===== config.mk =====
export PLATFORM = sky130hd
export DESIGN_NAME = spi_xfer_arbiter
export DESIGN_NICKNAME = d
export VERILOG_FILES = /design/src/rtl/spi_xfer_arbiter.sv
export SDC_FILE = /design/constraint.sdc
export NUM_CORES = 1
export LEC_CHECK = 0
export CORE_MARGIN = 2
export CORE_UTILIZATION = 33
export DETAILED_ROUTE_END_ITERATION = 10
export PLACE_DENSITY = 0.75
export SLEW_MARGIN = 20
export SYNTH_ARGS = -nofsm -noshare
export SYNTH_HDL_FRONTEND = slang
export SYNTH_SLANG_ARGS = --single-unit

===== constraint.sdc =====
create_clock -name cp2 -period 1.5 [get_ports cp2]
set_clock_uncertainty 0.15 [all_clocks]
set_input_delay 0.15 -clock cp2 [delete_from_list [all_inputs] [get_ports cp2]]
set_output_delay 0.15 -clock cp2 [all_outputs]
set_load 0.02 [all_outputs]

===== src/rtl/spi_xfer_arbiter.sv =====
// rtl/spi_xfer_arbiter.sv - round-robin sharing of the SPI_0 master between NUM_REQ requesters
// Optional poll timeout: define SPI_XFER_ARB_TIMEOUT_EN.
module spi_xfer_arbiter #(
    parameter int          NUM_REQ    = 2,
    parameter logic [7:0]  SPCR_INIT  = 8'h50,
    parameter logic [5:0]  SPCR_ADDR  = 6'h2C,
    parameter logic [5:0]  SPSR_ADDR  = 6'h2D,
    parameter logic [5:0]  SPDR_ADDR  = 6'h2E,
    parameter int          POLL_LIMIT = 1024
) (
    input  logic                   cp2,
    input  logic                   ireset,
    input  logic [NUM_REQ-1:0]     req,
    input  logic [NUM_REQ-1:0]     req_hold,
    input  logic [8*NUM_REQ-1:0]   req_tx,
    output logic [NUM_REQ-1:0]     ack,
    output logic [7:0]             rx_data,
    output logic [NUM_REQ-1:0]     cs_n,
    output logic [5:0]             io_addr,
    output logic                   iowe,
    output logic                   iore,
    output logic [7:0]             dbus_out,
    input  logic [7:0]             dbus_in,
    output logic                   busy,
    output logic                   err
);
    localparam int OW = (NUM_REQ > 1) ? $clog2(NUM_REQ) : 1;

    typedef enum logic [3:0] {
        S_CFG, S_IDLE, S_ARB, S_SETUP, S_WR, S_POLL, S_CHK, S_RD, S_ACK
    } state_t;

    state_t          state, next_state;
    logic [OW-1:0]   owner;
    logic            owner_valid;
    logic [OW-1:0]   rr_ptr;
    logic [OW-1:0]   owner_inc;
    logic            hold_q;
    logic            spif_q;
    logic [7:0]      rx_q;
    logic            grant_found;
    logic [OW-1:0]   grant_idx;
    logic            to_hit;
    logic            to_q;

    assign owner_inc = (int'(owner) == NUM_REQ - 1) ? '0 : owner + OW'(1);

`ifdef SPI_XFER_ARB_TIMEOUT_EN
    localparam int PW = $clog2(POLL_LIMIT + 1);
    logic [PW-1:0] poll_cnt;

    assign to_hit = (poll_cnt == PW'(POLL_LIMIT - 1));

    always_ff @(posedge cp2) begin
        if (ireset) begin
            poll_cnt <= '0;
            to_q     <= 1'b0;
            err      <= 1'b0;
        end else if (state == S_WR) begin
            poll_cnt <= '0;
            to_q     <= 1'b0;
        end else if (state == S_CHK && !spif_q) begin
            if (to_hit) begin
                to_q <= 1'b1;
                err  <= 1'b1;
            end else begin
                poll_cnt <= poll_cnt + PW'(1);
            end
        end
    end
`else
    assign to_hit = 1'b0;
    assign to_q   = 1'b0;
    assign err    = 1'b0;
`endif

    // First requester at or after rr_ptr, wrapping at NUM_REQ.
    always_comb begin
        int idx;
        grant_found = 1'b0;
        grant_idx   = '0;
        idx         = 0;
        for (int k = 0; k < NUM_REQ; k++) begin
            idx = int'(rr_ptr) + k;
            if (idx >= NUM_REQ) idx = idx - NUM_REQ;
            if (!grant_found && req[idx]) begin
                grant_found = 1'b1;
                grant_idx   = OW'(idx);
            end
        end
    end

    always_ff @(posedge cp2) begin
        if (ireset) state <= S_CFG;
        else        state <= next_state;
    end

    always_comb begin
        next_state = state;
        case (state)
            S_CFG:   next_state = S_IDLE;
            S_IDLE: begin
                if (owner_valid && req[owner]) next_state = S_WR;
                else if (|req)                 next_state = S_ARB;
            end
            S_ARB:   next_state = grant_found ? S_SETUP : S_IDLE;
            S_SETUP: next_state = S_WR;
            S_WR:    next_state = S_POLL;
            S_POLL:  next_state = S_CHK;
            S_CHK: begin
                if (spif_q)      next_state = S_RD;
                else if (to_hit) next_state = S_ACK;
                else             next_state = S_POLL;
            end
            S_RD:    next_state = S_ACK;
            S_ACK:   next_state = to_q ? S_CFG : S_IDLE;
            default: next_state = S_CFG;
        endcase
    end

    always_ff @(posedge cp2) begin
        if (ireset) begin
            owner       <= '0;
            owner_valid <= 1'b0;
            rr_ptr      <= '0;
            hold_q      <= 1'b0;
            spif_q      <= 1'b0;
            rx_q        <= 8'h00;
        end else begin
            case (state)
                S_IDLE: begin
                    // A holding owner that withdrew its request gives up the bus.
                    if (owner_valid && !req[owner]) begin
                        owner_valid <= 1'b0;
                        rr_ptr      <= owner_inc;
                    end
                end
                S_ARB: begin
                    if (grant_found) begin
                        owner       <= grant_idx;
                        owner_valid <= 1'b1;
                    end
                end
                S_WR:   hold_q <= req_hold[owner];
                S_POLL: spif_q <= dbus_in[7];
                S_CHK: begin
                    if (!spif_q && to_hit) rx_q <= 8'hFF;
                end
                S_RD:   rx_q <= dbus_in;
                S_ACK: begin
                    if (!hold_q || to_q) begin
                        owner_valid <= 1'b0;
                        rr_ptr      <= owner_inc;
                    end
                end
                default: ;
            endcase
        end
    end

    // The SPCR strobe is held off while reset is asserted so it is a single pulse.
    always_comb begin
        iowe     = 1'b0;
        iore     = 1'b0;
        io_addr  = 6'h00;
        dbus_out = 8'h00;
        ack      = '0;
        case (state)
            S_CFG: begin
                if (!ireset) begin
                    iowe     = 1'b1;
                    io_addr  = SPCR_ADDR;
                    dbus_out = SPCR_INIT;
                end
            end
            S_WR: begin
                iowe     = 1'b1;
                io_addr  = SPDR_ADDR;
                dbus_out = req_tx[8*int'(owner) +: 8];
            end
            S_POLL: begin
                iore    = 1'b1;
                io_addr = SPSR_ADDR;
            end
            S_RD: begin
                iore    = 1'b1;
                io_addr = SPDR_ADDR;
            end
            S_ACK:   ack[owner] = 1'b1;
            default: ;
        endcase
    end

    always_comb begin
        cs_n = '1;
        if (owner_valid) cs_n[owner] = 1'b0;
    end

    assign busy    = (state != S_IDLE);
    assign rx_data = rx_q;

endmodule


# Word-level counts from Yosys, hierarchy flattened
# Cells that the tools add are included.
word_totals:
  register_bits: 17
  wordCells: 88
  mem_bits_ro: 0
  output_inout_bits: 30
  latch_bits: 0
  mem_count: 0
  mem_bits_rw: 0
  in_bits: 30
classes:
  n_bitwise: 1
  n_div: 0
  eq_ne: 13
  n_lt_le_gt_ge: 6
  n_mul: 0
  n_mux: 40
  shifts: 1
  reduce_logical: 16
  n_addsub: 4
op_table:
  columns: ["cell", "n"]
  rows:
  - ["less-than comparator 32 x 3 -> 1 bit, second input constant", 2]
  - ["two-way mux 32 bit", 2]
  - ["one-hot mux 4 bit (8 select lines)", 1]
  - ["two-way mux 1 bit", 23]
  - ["one-hot mux 6 bit (3 select lines)", 1]
  - ["== test 4 x 3 -> 1 bit, second input constant", 4]
  - ["one-hot mux 8 bit (2 select lines)", 1]
  - ["indexed part select 16 x 5 -> 8 bit", 1]
  - ["== test 4 x 2 -> 1 bit, second input constant", 2]
  - ["two-way mux 2 bit", 4]
  - ["two-way mux 4 bit", 2]
  - ["OR reduction 2 bit", 4]
  - ["two-way mux 7 bit", 1]
  - ["two-way mux 6 bit", 1]
  - ["!= test 2 bit, second input constant", 3]
  - ["== test 4 x 1 -> 1 bit, second input constant", 1]
  - ["== test 4 bit, second input constant", 1]
  - ["logical AND 1 bit", 4]
  - ["logical NOT 4 bit", 1]
  - ["!= test 4 x 1 -> 1 bit, second input constant", 1]
  - ["one-hot mux 1 bit (2 select lines)", 2]
  - ["AND reduction 4 bit", 1]
  - ["!= test 3 bit, second input constant", 1]
  - ["one-hot mux 1 bit (3 select lines)", 1]
  - ["other kinds (15)", 16]

# Depth between registers and ports, before layout
logic_depth:
  word_depth: 11
  ltp_mapped: 5

# Worst setup path after synthesis
# Ideal clock, no wire load.
synth_timing:
  kind: "reg2out"
  start: "register state[0]"
  end: "output port io_addr[3]"
  arrival_ps: 1654
  path_stages_with_launch: 6
  n_path_buf: 2
  setup_slack_ps: -454
  cell_sequence: "dfxtp_1 -> buf_2 -> inv_1 -> nor3_1 -> nand3b_1 -> buf_4"
synth_between:
  elab_chain_len: 3
synth_rtl:
  columns: ["element", "line", "text"]
  rows:
  - ["start: declaration", "33", "state_t state, next_state;"]
  - ["start signal: assignment", "95", "else state <= next_state;"]
  - ["== test 4 x 3 -> 1 bit", "168", "case (state)"]
  - ["OR reduction 2 bit (no source line)", null, null]
  - ["one-hot mux 6 bit (3 select lines) *", "168", null]
  - ["end: declaration", "19", "output logic [5:0] io_addr,"]
# Every way passes the cells marked *; elsewhere a longest branch is shown, timed or not.

# Worst setup path in the final report
layout_timing:
  start: "register state[0]"
  end: "output port io_addr[2]"
# Same word-level chain as after synthesis.

==> qor.csv <==
metric,value,unit
status,"complete, but fails checks",
violations,negative setup slack,
cp_max_fo,6,
yosys_warnings,0,
drive_gt1_frac,0.359,
core_area,2980,µm²
ys.flop_type,dfxtp_1,
fmax,535,MHz
end_kind,primary output,
drcViolationCount,0,
hpwlAfterDp,2.53,mm
top_layer,met4,
synth.distinct_cells,36,
nets,237,
whs,255,ps
start_util,0.341,
wl_per_cell,15.4,µm
fillers,251,
period_minus_slack,1870,ps
crit_arrival,1570,ps
htreeDepth,1,
finalMaxSlewViolations,0,
die_area,3530,µm²
cts_made_buffers,3,
setup_tns,-5290,ps
finalHoldViolCount,0,
timing.max_cap.violations,0,
layout_common_cells,"buf_4, clkdlybuf4s50_1, nand2_1",
grt_pass1_vias,1243,
diodes,0,
clockRootBuffer,clkbuf_4,
chipHeight,59.5,µm
area_delta_synth_final,89.9,%
cts_tree,built,
worst_hold_path_type,in2reg,
grt_pass1_wl,5.44,mm
crit_path_start_kind,flip-flop,
wl,3.69,mm
grt_start_max_net_pins,19,
drt_iter0_drc,40,
ys_ff_latch,17,
vias,1229,
synth_area,1010,µm²
antenna_found_initial,0,
met3_length,168,µm
crit_type,reg2out,
yosysTopAreaCell,dfxtp_1,
m1WireLength,1.43,mm
finalNonFillerCells,239,
vias_per_cell,5.14,
gp_congestion,0.860,
rsz0062_at_grt,yes,
dr.pass1.iters,4,
io_pins,60,
ctsHoldBuffers,0,
leakage,0.808,nW
layout_commonest_cell,buf_4,
fin_ws,-369,ps
power_density,595,nW/µm²
clkLatencyLatePin,280,ps
syn_area_per_cell,7.87,µm²
num_rows,20,
dr_wl_met2,2.06,mm
clock-sinks,17,
yosysSeqAreaShare,0.335,
ir_drop,0.380,mV
fin_crit_sh,1.25,
synth_top_area_frac,0.335,
finalSetupViolations,22,
path_clk_slew,100,ps
grtUsageTotal,0.199,
ys_top_cells_by_area,"dfxtp_1, mux2i_1, nand2_1",
async_reset_ff_frac,0,
dp_cells,227,
cp_data_required_time,1200,ps
die_w,59.5,µm
clockBufferDepth,2,
ant_nets,0,
overflow,0,
synth-edff-count,0,
netlist_instances,129,
io_buffer_count,57,
metrics by stage:
stage	power, mW	instance area [µm²]	setup WS [ps]	utilization
floorplan	0.655	1050	-222	-
global placement	0.829	1730	-512	0.582
detailed placement	0.838	1730	-545	0.582
CTS	1.12	1860	-347	0.623
global route	1.20	1930	-402	0.647
finish	1.15	1930	-369	0.647
worst paths after layout:
kind                                   to  slack, ps                     from  depth (start not counted)
setup / recovery               io_addr[2]       -370    state[0]$_SDFFE_PP0P_                          3
hold / removal    rx_data[2]$_SDFFE_PP0P_        250               dbus_in[2]                          3
setup reg to reg      rr_ptr$_SDFFE_PP0P_       -150    state[3]$_SDFFE_PP0P_                          4
hold reg to reg   rx_data[2]$_SDFFE_PP0P_        310  rx_data[2]$_SDFFE_PP0P_                          2
layer usage:
layer | vias up | global-route usage
met5 | - | 0
met4 | 0 | 0.0292
met3 | 4 | 0.0415
met2 | 38 | 0.377
met1 | 585 | 0.232
li1 | 602 | -
where the power goes:
part	switching, mW	total, mW	internal (mW)
Combinational	0.190	0.425	0.235
Sequential	0.0133	0.476	0.462
Clock	0.143	0.246	0.103
Total	0.346	1.15	0.800
critical path, stage by stage, from the launching register on:
cell,delay [ps]
dfxtp_2,350
or4b_4,590
nand3b_1,180
buf_4,170
registers in the layout (all words and copies together) (netlist names):
name         cells
rx_data          8
rr_ptr           1
owner            1
state            4
hold_q           1
owner_valid      1
spif_q           1
cells by family after synthesis:
kind of cell / after synthesis / synth area share
DFF: 17 / 0.335
muxes: 12 / 0.125
and+or+nand+nor: 54 / 0.276
buffers and inverters: 20 / 0.102
AOI/OAI and AO/OA: 25 / 0.158
other: 1 / 0.00370
synth_stat cells, types with 4 or more instances:
| library cell | count |
|---|---|
| clkbuf_1 | 4 |
| o21ai_0 | 4 |
| mux2i_1 | 10 |
| nand2_1 | 21 |
| buf_2 | 5 |
| dfxtp_1 | 17 |
| a21oi_1 | 11 |
| buf_4 | 4 |
| inv_1 | 6 |
| nor2_1 | 12 |
| nor3_1 | 5 |
final cells by class:
type / instances / area, µm² / share of cell area
Clock buffer: 4 / 26.3 / 0.0136
Inverter: 6 / 22.5 / 0.0117
Timing Repair Buffer: 85 / 815 / 0.423
Sequential cell: 17 / 348 / 0.181
Tap cell: 33 / 41.3 / 0.0214
Multi-Input combinational cell: 94 / 674 / 0.350
timing repair:
action                     4_1_cts  5_1_grt
hold endpoints to repair         0        0
setup endpoints to repair       31       26
setup buffers                    3        3
cloned                           2        0
resized for setup              122       17
pin swaps                       10        7
Power figures use the tool's default switching activity.
